`src/rtl/raster_scan_generator.sv`:
```
// Raster address generator: walks col/row over a 2^WIDTH_BITS x 2^HEIGHT_BITS image and
// delays per-pixel framing flags LATENCY cycles to line up with a ROM reader. Option: RASTER_SCAN_LOOP_EN.
module raster_scan_generator #(
    parameter int WIDTH_BITS  = 8,
    parameter int HEIGHT_BITS = 8,
    parameter int LATENCY     = 2
) (
    input  logic                   clock,
    input  logic                   reset_n,
    input  logic                   iStart,
    input  logic                   iHold,
`ifdef RASTER_SCAN_LOOP_EN
    input  logic                   iStop,
`endif
    output logic [WIDTH_BITS-1:0]  oCol,
    output logic [HEIGHT_BITS-1:0] oRow,
    output logic                   oValid,
    output logic                   oSof,
    output logic                   oEol,
    output logic                   oEof,
    output logic                   oBusy,
    output logic                   oDone
);

    typedef enum logic [1:0] {
        IDLE  = 2'd0,
        SCAN  = 2'd1,
        DRAIN = 2'd2
    } state_t;

    typedef struct packed {
        logic valid;
        logic sof;
        logic eol;
        logic eof;
    } token_t;

    localparam logic [WIDTH_BITS-1:0]  COL_MAX    = '1;
    localparam logic [HEIGHT_BITS-1:0] ROW_MAX    = '1;
    // DRAIN spans the pipeline flush, the oDone cycle and one more, so oBusy covers oDone.
    localparam int                     DRAIN_BITS = $clog2(LATENCY + 2);
    localparam logic [DRAIN_BITS-1:0]  DRAIN_LAST = DRAIN_BITS'(LATENCY + 1);

    state_t                  state;
    logic [WIDTH_BITS-1:0]   col;
    logic [HEIGHT_BITS-1:0]  row;
    logic [DRAIN_BITS-1:0]   drain_cnt;
    token_t                  pipe [LATENCY];
    token_t                  pipe_out;
    token_t                  issue_tok;
    logic                    issue;
    logic                    col_last;
    logic                    row_last;
    logic                    frame_stop;

    assign issue    = (state == SCAN) && !iHold;
    assign col_last = (col == COL_MAX);
    assign row_last = (row == ROW_MAX);

`ifdef RASTER_SCAN_LOOP_EN
    logic stop_req;

    always_ff @(posedge clock or negedge reset_n) begin
        if (!reset_n) begin
            stop_req <= 1'b0;
        end else if (state == IDLE) begin
            stop_req <= 1'b0;
        end else if ((state == SCAN) && iStop) begin
            stop_req <= 1'b1;
        end
    end

    // A stop arriving on the last-pixel cycle still ends this frame.
    assign frame_stop = stop_req | iStop;
`else
    assign frame_stop = 1'b1;
`endif

    always_comb begin
        // NOTE: every always_comb output gets a default first so no path can infer a latch.
        issue_tok = '0;
        if (issue) begin
            issue_tok.valid = 1'b1;
            issue_tok.sof   = (col == '0) && (row == '0);
            issue_tok.eol   = col_last;
            issue_tok.eof   = col_last && row_last;
        end
    end

    always_ff @(posedge clock or negedge reset_n) begin
        if (!reset_n) begin
            // NOTE: this delay line holds control flags, so it is reset like any other register;
            // a data-only memory would be left unreset.
            for (int i = 0; i < LATENCY; i++) begin
                pipe[i] <= '0;
            end
        end else begin
            pipe[0] <= issue_tok;
            for (int i = 1; i < LATENCY; i++) begin
                pipe[i] <= pipe[i-1];
            end
        end
    end

    assign pipe_out = pipe[LATENCY-1];
    assign oValid   = pipe_out.valid;
    assign oSof     = pipe_out.sof;
    assign oEol     = pipe_out.eol;
    assign oEof     = pipe_out.eof;
    assign oCol     = col;
    assign oRow     = row;

    always_ff @(posedge clock or negedge reset_n) begin
        if (!reset_n) begin
            // NOTE: sequential state uses non-blocking assignments so every register
            // samples pre-edge values regardless of statement order.
            state     <= IDLE;
            col       <= '0;
            row       <= '0;
            drain_cnt <= '0;
            oBusy     <= 1'b0;
            oDone     <= 1'b0;
        end else begin
            oDone <= pipe_out.valid & pipe_out.eof;
            case (state)
                IDLE: begin
                    col <= '0;
                    row <= '0;
                    if (iStart) begin
                        state <= SCAN;
                        oBusy <= 1'b1;
                    end
                end
                SCAN: begin
                    if (!iHold) begin
                        if (col_last) begin
                            col <= '0;
                            if (row_last) begin
                                row <= '0;
                                if (frame_stop) begin
                                    state     <= DRAIN;
                                    drain_cnt <= '0;
                                end
                            end else begin
                                row <= row + 1'b1;
                            end
                        end else begin
                            col <= col + 1'b1;
                        end
                    end
                end
                DRAIN: begin
                    col <= '0;
                    row <= '0;
                    if (drain_cnt == DRAIN_LAST) begin
                        state <= IDLE;
                        oBusy <= 1'b0;
                    end else begin
                        drain_cnt <= drain_cnt + 1'b1;
                    end
                end
                default: begin
                    state <= IDLE;
                    oBusy <= 1'b0;
                end
            endcase
        end
    end

endmodule

```
`config.mk`:
```
export PLATFORM = sky130hd
export DESIGN_NAME = raster_scan_generator
export DESIGN_NICKNAME = d
export VERILOG_FILES = /design/src/rtl/raster_scan_generator.sv
export SDC_FILE = /design/constraint.sdc
export NUM_CORES = 1
export LEC_CHECK = 0
export CORE_ASPECT_RATIO = 1.2
export CORE_MARGIN = 2
export CORE_UTILIZATION = 49
export CTS_BUF_LIST = sky130_fd_sc_hd__clkbuf_2
export DETAILED_ROUTE_END_ITERATION = 16
export PLACE_DENSITY = 0.86
export SKIP_LAST_GASP = 1
export SYNTH_ARGS = -nofsm -noshare
export SYNTH_HDL_FRONTEND = slang
export SYNTH_SLANG_ARGS = --single-unit
```
`constraint.sdc`:
```
create_clock -name clock -period 2 [get_ports clock]
set_input_delay 0.5 -clock clock [delete_from_list [all_inputs] [get_ports clock]]
set_output_delay 0.5 -clock clock [all_outputs]
set_load 0.05 [all_outputs]
```
==> Implementation_results.wiki, run 1 <==
{| class="wikitable"
! Metric !! Value
|-
| Status || complete, no violations
|-
| GP Congestion || 0.889
|-
| Worst-case headroom to the max-slew limit || 67.2%
|-
| Slowest cell delay on critical path || 0.48 ns
|-
| Placeable core area || 2840 um^2
|-
| Overall power consumption || 1.51 mW
|-
| Count of buffers from port buffering || 25
|-
| Setup Crit Path Kind || in2reg
|-
| Detailed router's first-iteration violation count || 49
|-
| Worst min path class || reg2reg
|-
| Leading area contributor after synthesis || sky130_fd_sc_hd__dfrtp_1
|-
| Die Y || 64.1 um
|-
| Post-synthesis cell area || 1480 um^2
|-
| Share of total power in combinational logic || 30.1%
|-
| Switching Power || 0.615 mW
|-
| Initial standard-cell utilization of the core || 52.0%
|-
| Worst slew pin tran || 0.494 ns
|-
| Clock network fraction of design power || 18.8%
|-
| Capturing element type of the critical path || flop
|-
| DRC Markers || 0
|-
| Share of final-layout standard cells stronger than drive strength 1 || 23.2%
|-
| Internal power || 0.898 mW
|-
| Critical path data required time || 2.31 ns
|-
| Post-synth EDFFs || 0
|-
| Cts hold-fix bufs || 0
|-
| Number of hold violations in the final report || 0
|-
| Highest Clock Rate || 537 MHz
|-
| Cell chosen for the clock root || sky130_fd_sc_hd__clkbuf_2
|-
| Power density over the cells || 844 nW/um^2
|-
| Post-synth net total || 164
|-
| Post-Layout Inst Area || 1790 um^2
|-
| Switching Fraction || 40.6%
|-
| Total cell area at the placement stage || 1760 um^2
|-
| Clock latency at the later pin of the worst-skew pair || 0.37 ns
|-
| Fin Setup TNS || 0 ns
|-
| Number of antenna violations at the first check in global routing || 0
|-
| Portion of the clock cycle consumed by the worst path in the final layout || 93.0%
|-
| Detailed Routing Iterations Pass 1 || 4
|-
| RSZ-0062 raised after global routing || false
|-
| Pin count of the biggest net entering global routing || 31
|-
| Routed length per instance || 14.7 um
|-
| Syn-to-layout area delta || 21.4%
|-
| Max-cap violations || 0
|-
| CP Launch Type || input port
|-
| Total CTS buffers || 5
|-
| Worst path bufs/invs || 1
|-
| DP Cell Count || 211
|-
| Final count of pins violating max slew || 0
|-
| Core utilization of the finished layout || 63.1%
|-
| Number of unique standard cell types used by synthesis || 37
|-
| First-pass GRT wire length || 5.37 mm
|-
| Final critical-path setup slack || 0.139 ns
|-
| Largest cells by area after synthesis || sky130_fd_sc_hd__dfrtp_1 51%, sky130_fd_sc_hd__a21oi_1 4.7%, sky130_fd_sc_hd__nand2_1 4.6%, sky130_fd_sc_hd__ha_1 4.2%, sky130_fd_sc_hd__nand3_1 3.1%
|-
| Post-detailed-routing wire length || 3.22 mm
|-
| Gate family responsible for the most delay along the worst path || simple AND/OR/NAND/NOR gates
|-
| Mapped Avg Cell Area || 9.53 um^2
|-
| Startpoint of the worst hold path || pipe[4]
|-
| Synthesis-stage register bit count || 30
|-
| Number of cells produced by synthesis || 155
|-
| Proportion of netlist area held by the largest area contributor || 50.8%
|-
| Pre-CTS worst setup slack || -0.266 ns
|-
| Master of the slowest instance on the critical path || sky130_fd_sc_hd__or4_1
|-
| Total number of nets in the final design || 193
|-
| Deepest clock path buffer count || 2
|-
| Fraction of power consumed by sequential logic || 51.1%
|-
| Number of global-route vias before repair || 1173
|-
| Pleak || 0.784 nW
|-
| Capture endpoint of the worst hold path || oEof
|-
| Final setup violation count || 0
|-
| Flop-to-flop setup slack || 0.21 ns
|-
| Filler-free cell count of the finished design || 219
|-
| Cell chain of the critical path || clkdlybuf4s50_1 > or2_1 > or3_4 > or4_1 > a21oi_1
|-
| # rows || 21
|-
| Post-route ant nets || 0
|-
| I/O pins || 26
|-
| Minimum hold slack || 0.369 ns
|-
| Source of the worst register-to-register timing path || oCol[1]
|-
| HPWL after detailed placement || 2.29 mm
|-
| Synth cell count leaders || 30 x sky130_fd_sc_hd__dfrtp_1, 18 x sky130_fd_sc_hd__nand2_1, 14 x sky130_fd_sc_hd__a21oi_1
|-
| Worst setup startpoint || iHold
|-
| Vias/cell || 5.63
|-
| Die footprint || 3470 um^2
|-
| Total routing resource utilization after global routing || 21.5%
|-
| CTS tree || done
|-
| Horizontal die dimension || 54.1 um
|-
| Number of cells traversed by the worst hold path || 0
|-
| Reg2reg path depth || 5
|-
| Minimum period implied by the final worst setup slack || 1.86 ns
|-
| Sequential fraction of the synthesis area || 50.8%
|-
| Dominant synthesized flop cell || sky130_fd_sc_hd__dfrtp_1
|-
| Worst R2R End || oRow[7]
|-
| Warnings, synthesis || 0
|-
| Ant diodes || 0
|-
| Arrival time of data at the critical path endpoint || 2.17 ns
|-
| Grt total ovfl || 0
|-
| H-tree level count || 2
|-
| Worst path depth || 5
|-
| Maximum clock skew at final layout || 0.0116 ns
|-
| Share of synthesized flip-flops with an asynchronous set or reset || 100%
|-
| Sink Count || 30
|-
| Detailed-route via count || 1232
|-
| Worst voltage drop across the vdd grid || 0.534 mV
|-
| Most numerous cell in the Yosys netlist || sky130_fd_sc_hd__dfrtp_1
|-
| Critical Path Fanout Max || 2
|-
| Clock slew at reported path FFs || 0.16 ns
|}
timing repair:
item                                    4_1_cts  5_1_grt
buffers inserted                              0        0
endpoints found under the setup margin        5        0
resized for setup                             5        0
worst max path at each step:
stage	end
4_1_cts	oRow[7]
3_3_place_gp	oRow[7]
5_1_grt	oRow[7]
2_1_floorplan	oRow[7]
6_report	oRow[7]
3_5_place_dp	oRow[7]
area by class of cell:
cell class,instances,area (um^2)
repair buffers,32,254
inverters,6,22.5
fillers,253,1050
well taps,34,42.5
clock buffers,5,25.0
flip-flops and latches,30,761
clock inverters,3,11.3
multi-input cells,109,676
cells by family after synthesis:
logic type               count (synthesis)  synth area share [%]
AND/OR/NAND/NOR                         71                  25.8
flip-flops                              30                  50.8
AO/OA/AOI/OAI                           26                  9.83
buffers and inverters                   16                  5.08
XOR/XNOR                                 6                  3.56
adder cells (fa/ha/maj)                  5                  4.24
multiplexers                             1                 0.678
cells in the final DEF (no fill, tap or decap), types with 3 or more instances in the layout:
cell / instances
sky130_fd_sc_hd__buf_4: 24
sky130_fd_sc_hd__dfrtp_1: 22
sky130_fd_sc_hd__nand2_1: 18
sky130_fd_sc_hd__a21oi_1: 14
sky130_fd_sc_hd__nor2_1: 11
sky130_fd_sc_hd__nand3_1: 8
sky130_fd_sc_hd__dfrtp_2: 8
sky130_fd_sc_hd__nor4_1: 7
sky130_fd_sc_hd__nor3_1: 6
sky130_fd_sc_hd__inv_1: 5
sky130_fd_sc_hd__o21ai_0: 5
sky130_fd_sc_hd__xnor2_1: 5
sky130_fd_sc_hd__clkbuf_2: 5
sky130_fd_sc_hd__dlygate4sd2_1: 5
sky130_fd_sc_hd__clkinv_1: 4
sky130_fd_sc_hd__ha_1: 4
sky130_fd_sc_hd__or4_1: 3
sky130_fd_sc_hd__clkdlybuf4s50_1: 3
layer usage:
layer	part of all wire [%]	vias up	track usage, %
met5	0	-	0
met2	50	45	35.1
met3	5.1	8	5.61
li1	-	602	-
met1	43	577	26.3
met4	2.0	0	8.75
power groups by stage:
stage               combinational, mW  clock (mW)  sequential, mW
floorplan                       0.131           0           0.951
global placement                0.448           0           0.775
global route                    0.492       0.319           0.786
CTS                             0.460       0.288           0.773
finish                          0.456       0.284           0.773
detailed placement              0.459           0           0.786
registers in the layout, summed over array words and instances, names as in the netlist:
signal,flops
oEof,1
oValid,1
oCol,8
oBusy,1
drain_cnt,2
oRow,8
oSof,1
pipe,4
state,2
oDone,1
oEol,1
(Power assumes the default switching activity.)
==> inputs of run 2 (changes only) <==
- PLACE_DENSITY: 0.86 -> 0.78
==> Implementation_results.wiki, run 2 (synthesis results as in run 1) <==
{| class="wikitable"
! Metric !! Value
|-
| Gate family responsible for the most delay along the worst path || simple AND/OR/NAND/NOR gates (unchanged)
|-
| Worst R2R End || oRow[7] (unchanged)
|-
| Max-cap violations || 0 (unchanged)
|-
| CP Launch Type || input port (unchanged)
|-
| Ant diodes || 0 (unchanged)
|-
| Cell chain of the critical path || clkdlybuf4s50_1 > or2_1 > or3_4 > or4_1 > a21oi_1 (unchanged)
|-
| Pin count of the biggest net entering global routing || 31 (unchanged)
|-
| Deepest clock path buffer count || 2 (unchanged)
|-
| Setup Crit Path Kind || in2reg (unchanged)
|-
| Post-route ant nets || 0 (unchanged)
|-
| Number of buffers added for setup after CTS || 0 (unchanged)
|-
| I/O pins || 26 (unchanged)
|-
| Master of the slowest instance on the critical path || sky130_fd_sc_hd__or4_1 (unchanged)
|-
| Slowest cell delay on critical path || 0.47 ns (was 0.48 ns)
|-
| Pleak || 0.790 nW (was 0.784 nW)
|-
| CTS tree || done (unchanged)
|-
| H-tree level count || 2 (unchanged)
|-
| Cell chosen for the clock root || sky130_fd_sc_hd__clkbuf_2 (unchanged)
|-
| Detailed Routing Iterations Pass 1 || 4 (unchanged)
|-
| Number of hold violations in the final report || 0 (unchanged)
|-
| Overall power consumption || 1.51 mW (about the same)
|-
| Reg2reg path depth || 4 (was 5)
|-
| Capture endpoint of the worst hold path || oSof (was oEof)
|-
| Worst min path class || reg2reg (unchanged)
|-
| Worst slew pin tran || 0.484 ns (was 0.494 ns)
|-
| Sink Count || 30 (unchanged)
|-
| Final setup violation count || 0 (unchanged)
|-
| HPWL after detailed placement || 2.33 mm (was 2.29 mm)
|-
| Vias/cell || 5.74 (was 5.63)
|-
| Critical path data required time || 2.31 ns (about the same)
|-
| Clock slew at reported path FFs || 0.15 ns (was 0.16 ns)
|-
| # rows || 21 (unchanged)
|-
| Number of global-route vias before repair || 1216 (was 1173)
|-
| Initial standard-cell utilization of the core || 52.0% (unchanged)
|-
| Post-detailed-routing wire length || 3.17 mm (was 3.22 mm)
|-
| Worst-case headroom to the max-slew limit || 67.8% (was 67.2%)
|-
| Highest Clock Rate || 542 MHz (was 537 MHz)
|-
| Pre-CTS worst setup slack || -0.239 ns (was -0.266 ns)
|-
| First-pass GRT wire length || 5.53 mm (was 5.37 mm)
|-
| Placeable core area || 2840 um^2 (unchanged)
|-
| Share of final-layout standard cells stronger than drive strength 1 || 24.3% (was 23.2%)
|-
| Maximum clock skew at final layout || 0.0174 ns (was 0.0116 ns)
|-
| Most common cell after layout, fill and taps aside || sky130_fd_sc_hd__buf_4 (unchanged)
|-
| DRC Markers || 0 (unchanged)
|-
| Die footprint || 3470 um^2 (unchanged)
|-
| Post-cts gate resize count || 5 (unchanged)
|-
| Total routing resource utilization after global routing || 22.2% (was 21.5%)
|-
| RSZ-0062 raised after global routing || false (unchanged)
|-
| Minimum period implied by the final worst setup slack || 1.84 ns (was 1.86 ns)
|-
| Arrival time of data at the critical path endpoint || 2.15 ns (was 2.17 ns)
|-
| Total CTS buffers || 5 (unchanged)
|-
| Detailed router's first-iteration violation count || 43 (was 49)
|-
| Source of the worst register-to-register timing path || oCol[5] (was oCol[1])
|-
| Die Y || 64.1 um (unchanged)
|-
| Flop-to-flop setup slack || 0.23 ns (was 0.21 ns)
|-
| Highest-count cells in the layout ignoring fill and taps || 24 x sky130_fd_sc_hd__buf_4, 22 x sky130_fd_sc_hd__dfrtp_1, 18 x sky130_fd_sc_hd__nand2_1 (unchanged)
|-
| Syn-to-layout area delta || 21.5% (was 21.4%)
|-
| Detailed-route via count || 1258 (was 1232)
|-
| Portion of the clock cycle consumed by the worst path in the final layout || 92.2% (was 93.0%)
|-
| Total number of nets in the final design || 193 (unchanged)
|-
| Horizontal die dimension || 54.1 um (unchanged)
|-
| Capturing element type of the critical path || flop (unchanged)
|-
| Number of antenna violations at the first check in global routing || 0 (unchanged)
|-
| Cts hold-fix bufs || 0 (unchanged)
|-
| Final count of pins violating max slew || 0 (unchanged)
|-
| Critical Path Fanout Max || 2 (unchanged)
|-
| Power density over the cells || 842 nW/um^2 (was 844 nW/um^2)
|-
| Worst voltage drop across the vdd grid || 0.569 mV (was 0.534 mV)
|-
| GP Congestion || 0.808 (was 0.889)
|-
| Grt total ovfl || 0 (unchanged)
|-
| Core utilization of the finished layout || 63.2% (was 63.1%)
|-
| Worst path bufs/invs || 1 (unchanged)
|-
| Routed length per instance || 14.5 um (was 14.7 um)
|-
| Number of cells traversed by the worst hold path || 0 (unchanged)
|-
| Status || complete, no violations (unchanged)
|-
| Clock latency at the later pin of the worst-skew pair || 0.37 ns (about the same)
|-
| Count of buffers from port buffering || 25 (unchanged)
|-
| Startpoint of the worst hold path || pipe[6] (was pipe[4])
|-
| Final critical-path setup slack || 0.156 ns (was 0.139 ns)
|}
[run 2: cell count changes in the layout (fill, tap and decap cells not counted)]
cell and change:
sky130_fd_sc_hd__clkinv_1 -2, sky130_fd_sc_hd__clkinv_2 +1, sky130_fd_sc_hd__clkbuf_2 +1
[run 2: worst max path at each step]
| stage | endpoint | from | depth (start not counted) | slack, ns |
|---|---|---|---|---|
| floorplan | oRow[7] | iHold | 6 | 0.02 |
| global placement | oRow[7] | iHold | 5 | -0.19 |
| detailed placement | oRow[7] | iHold | 5 | -0.24 |
| CTS | oRow[7] | iHold | 5 | 0.18 |
| global route | oRow[7] | iHold | 5 | 0.13 |
| finish | oRow[7] | iHold | 5 | 0.16 |
[run 2: worst reg2reg max path: cells and delay by family (launching register included)]
family             cells  cell delay [ns]
and+or+nand+nor        3             1.10
DFF                    1             0.47
AOI/OAI and AO/OA      1             0.15
[run 2: routing by layer]
layer / GRT usage [%] / share of wire, %
met1: 26.5 / 39
met2: 35.4 / 54
met3: 6.54 / 5.6
met4: 10.9 / 2.3
met5: 0 / 0
[run 2: power by group]
group / internal (mW) / switching [mW] / leakage, nW
clock: 0.0858 / 0.206 / 0.0304
sequential: 0.671 / 0.0972 / 0.372
combinational: 0.152 / 0.299 / 0.387
[run 2: layout make-up]
| type | count | area, um^2 |
|---|---|---|
| clock buffers | 6 | 30.0 |
| clock inverters | 2 | 8.76 |
| fillers | 252 | 1040 |
| inverters | 6 | 22.5 |
| multi-input cells | 109 | 676 |
| flip-flops and latches | 30 | 761 |
| well taps | 34 | 42.5 |
| repair buffers | 32 | 254 |
[run 2: stage by stage]
stage          instances  hold slack, ns  cell area, um^2  TNS, ns
5_1_grt              219           0.378             1790        0
6_report             219           0.364             1790        0
4_1_cts              219           0.367             1790        0
3_5_place_dp         211           0.336             1760   -0.511
3_3_place_gp         211           0.332             1760   -0.304
2_1_floorplan        155           0.204             1510        0
==> variant 1 (flow settings as in run 2) <==
Build with the macro `RASTER_SCAN_LOOP_EN` defined.
--- a/src/rtl/raster_scan_generator.sv
+++ b/src/rtl/raster_scan_generator.sv
@@ -1,4 +1,6 @@
 // Raster address generator: walks col/row over a 2^WIDTH_BITS x 2^HEIGHT_BITS image and
 // delays per-pixel framing flags LATENCY cycles to line up with a ROM reader. Option: RASTER_SCAN_LOOP_EN.
+`define RASTER_SCAN_LOOP_EN
+
 module raster_scan_generator #(
     parameter int WIDTH_BITS  = 8,
Interface: changed (added iStop); port bits go from 26 to 27. No check against the original RTL was run, so the function may have changed too.
==> variant 1 against run 2 <==
- sequential power is 3.6% higher
- wire length increased by 1.8%
- area after synthesis rose by 1.9%
- sequential cell count up 1
- final area grew 4.5%
- combinational power down 1%
- worst setup slack worse by 0.028 ns
- power rose by 0.98%
==> variant 1: results (changes against run 2) <==
[placement]
dpl_cell_area_um2=1837  ; +4.3%
routabilityCongestion=0.9098  ; +13%
hpwl_um=2397  ; +3.1%
dp_cells=217  ; +2.8%
dp_worst_setup_slack_ns=-0.2552  ; -0.01615 ns
io_buffers=26  ; +4.0%

[grt]
grt_util_met3_pct=7.604  ; +1.1 points
gr-usage-met2_pct=35.57  ; +0.20 points
grt_usage_pct=22.38  ; +0.20 points
grtUsageMet1_pct=26.27  ; -0.26 points
grt_pass1_wl_um=5637  ; +2.0%

[timing]
min_period_over_period_pct=93.63  ; +1.4 points
hold_ws_ns=0.3636  ; -0.0003740 ns
skew_ns=0.01752  ; +0.00008660 ns
worstMarginPinSlew_ns=0.4880  ; +0.003635 ns

[outcome]
outcome=finished clean

[route]
top_layer=met4
met1_length_um=1297  ; +6.1%
via_per_inst=5.633  ; -1.9%
drt-total-wl_um=3229  ; +1.8%
route.met3.wl_um=193  ; +7.8%
detail_route.iter0.violations=46  ; +7.0%
met2_wirelength_um=1668  ; -1.9%

[logic_synthesis]
ys_seq_area_share_pct=51.54  ; +0.69 points
yosysWarnings=0  ; unchanged
synth.net_count=160  ; -2.4%
ys_top_cells_by_count=dfrtp_1, nand2_1, nor2_1
synthTopCellsByArea=dfrtp_1, ha_1, nand2_1, nor2_1, a21oi_1
syn_avg_cell_area_um2=10.03  ; +5.3%
synth_cell_types=34  ; -8.1%

[final_layout]
areaGrowthSynthToFinish_pct=24.61
final_cells=226  ; +3.2%
final_nets=199  ; +3.1%
drive_gt1_share_pct=26.84  ; +2.5 points

[setup_path]
r2r-start=oCol[1]
worstSetupPathType=reg2reg
cp_max_fo=6  ; +4
r2r_cells=5  ; +1
cpPeakStageDelay_ns=0.49  ; +0.02 ns
reg2reg_slack_ns=0.13  ; -0.10 ns

[pwr]
vdd_drop_max_uv=523.9  ; -7.9%
p_leak_nw=0.8438  ; +6.8%

[min_path]
holdCritStartpoint=pipe[6]
hold_path.class=reg2reg

[variant 1: report_power, final]
| part | internal (mW) | switching (mW) | total [mW] | leakage [nW] |
|---|---|---|---|---|
| clock | 0.0840 | 0.198 | 0.282 | 0.0281 |
| sequential | 0.695 | 0.102 | 0.796 | 0.392 |
| combinational | 0.158 | 0.290 | 0.447 | 0.424 |
| total | 0.936 | 0.590 | 1.53 | 0.844 |
[variant 1: layout make-up]
cell class,count,area share [%]
clock buffers,6,1.601
multi-input cells,106,36.89
repair buffers,35,14.88
well taps,36,2.402
inverters,10,2.001
clock inverters,2,0.4003
flip-flops and latches,31,41.83
[variant 1: cells by family after synthesis]
| logic type | after synthesis | share of synthesized area, % |
|---|---|---|
| AND/OR/NAND/NOR | 66 | 24.60 |
| flip-flops | 31 | 51.54 |
| AO/OA/AOI/OAI | 25 | 9.892 |
| buffers and inverters | 13 | 3.823 |
| XOR/XNOR | 8 | 4.655 |
| adder cells (fa/ha/maj) | 5 | 4.156 |
| multiplexers | 2 | 1.330 |
==> variant 2 (settings of run 2) <==
Made on the original files. Encoding of `state_t`: now one-hot (3 bits for 3 states).
--- a/src/rtl/raster_scan_generator.sv
+++ b/src/rtl/raster_scan_generator.sv
@@ -23,8 +23,8 @@
 );
 
-    typedef enum logic [1:0] {
-        IDLE  = 2'd0,
-        SCAN  = 2'd1,
-        DRAIN = 2'd2
+    typedef enum logic [2:0] {
+        IDLE  = 3'b001,
+        SCAN  = 3'b010,
+        DRAIN = 3'b100
     } state_t;
 
Behaviour: no difference found for any inputs over 10 cycles, from zero or initial values and one cycle with reset_n low; not proved beyond that.
==> variant 2 against run 2 <==
- sequential cell count rose by 1
- worst setup slack got worse by 0.14 ns
- final area rose by 8.5%
- area after synthesis rose by 3.2%
- sequential share of layout area fell by 2.2 points
- power rose by 12%
- count of clock-buffer cells in the layout fell by 1
- first-iteration DRC count rose by 60%
- non-clock buffer count rose by 11
- synthesized cell count rose by 0.65%
- die area rose by 3.0%
- wire length rose by 9.3%
- largest cell class unchanged
==> variant 2: results (changes against run 2) <==
[final_layout]
drive_gt1_share_pct=27.36  ; +3.0 points

[logic_synthesis]
synth.net_count=165  ; +0.61%
syn_avg_cell_area_um2=9.769  ; +2.6%
ys_seq_area_share_pct=50.99  ; +0.14 points
synthTopCellsByArea=dfrtp_1, ha_1, nand2_1, a21oi_1, nand3_1

[placement]
hpwl_um=2473  ; +6.4%
dpl_cell_area_um2=1857  ; +5.4%
dp_cells=226  ; +7.1%
routabilityCongestion=0.9156  ; +13%

[route]
wl_per_cell_um=14.64  ; +1.0%
detail_route.iter0.violations=69  ; +60%
drt-total-wl_um=3469  ; +9.3%
num_vias=1364  ; +8.4%

[setup_path]
cp-startpoint=state[2]
endpoint=oRow[5]
reg2reg_slack_ns=0.02  ; -0.21 ns
slowest_stage=or4_4
cpPeakStageDelay_ns=0.53  ; +0.06 ns

[min_path]
worstHoldEndpoint=oEol
holdCritStartpoint=pipe[5]

[grt]
grt_usage_pct=22.83  ; +0.65 points
grt_pass1_vias=1338  ; +10%

[pwr]
p_leak_nw=0.9052  ; +15%

[timing]
min_period_over_period_pct=99.03  ; +6.8 points

[outcome]
outcome=finished clean

[variant 2: cell types whose count changed after synthesis, moves of 2 or more]
cell | run 2 | this run
nand4_1 | 1 | 6
o21ai_0 | 5 | 8
xnor2_1 | 5 | 3
xor2_1 | 1 | 3
or3_1 | 1 | 3
nor4_1 | 7 | 2
inv_1 | 5 | 10
nand2_1 | 18 | 16
a21oi_1 | 14 | 11
clkbuf_1 | 7 | 4
[variant 2: layout make-up]
class	count	area, um^2
repair buffers	43	335.3
flip-flops and latches	31	782.0
multi-input cells	109	683.2
clock inverters	3	38.79
clock buffers	5	25.02
fillers	257	1081
well taps	36	45.04
inverters	10	37.54
[variant 2: cell families after synthesis]
kind of cell,after synthesis,share of synthesized area [%]
DFF,31,50.99
buffers and inverters,16,4.926
AOI/OAI and AO/OA,27,10.51
adders and majority gates,5,4.105
and+or+nand+nor,70,25.37
muxes,1,0.6568
xor gates and xnor gates,6,3.449
[variant 2: worst register-to-register path: cells and delay by family, from the launching register on]
family             cells  cell delay (ns)
DFF                    1             0.41
AOI/OAI and AO/OA      1             0.06
and+or+nand+nor        3             1.46
[variant 2: where the power goes]
group / internal [mW] / total (mW) / switching [mW]
logic: 0.190 / 0.540 / 0.350
clock network: 0.206 / 0.417 / 0.212
registers: 0.692 / 0.734 / 0.0418
[variant 2: layer usage]
metal,global-route usage [%],up-vias,wire length [um]
li1,-,644,-
met1,28.74,660,1429
met2,36.76,51,1794
met3,6.136,9,199
met4,8.537,0,44
met5,0,-,0
[variant 2: what timing repair did]
| item | CTS | global route |
|---|---|---|
| setup endpoints to repair | 12 | 2 |
| resized for setup | 6 | 4 |
| buffers inserted | 1 | 2 |
| pin swaps | 2 | 1 |
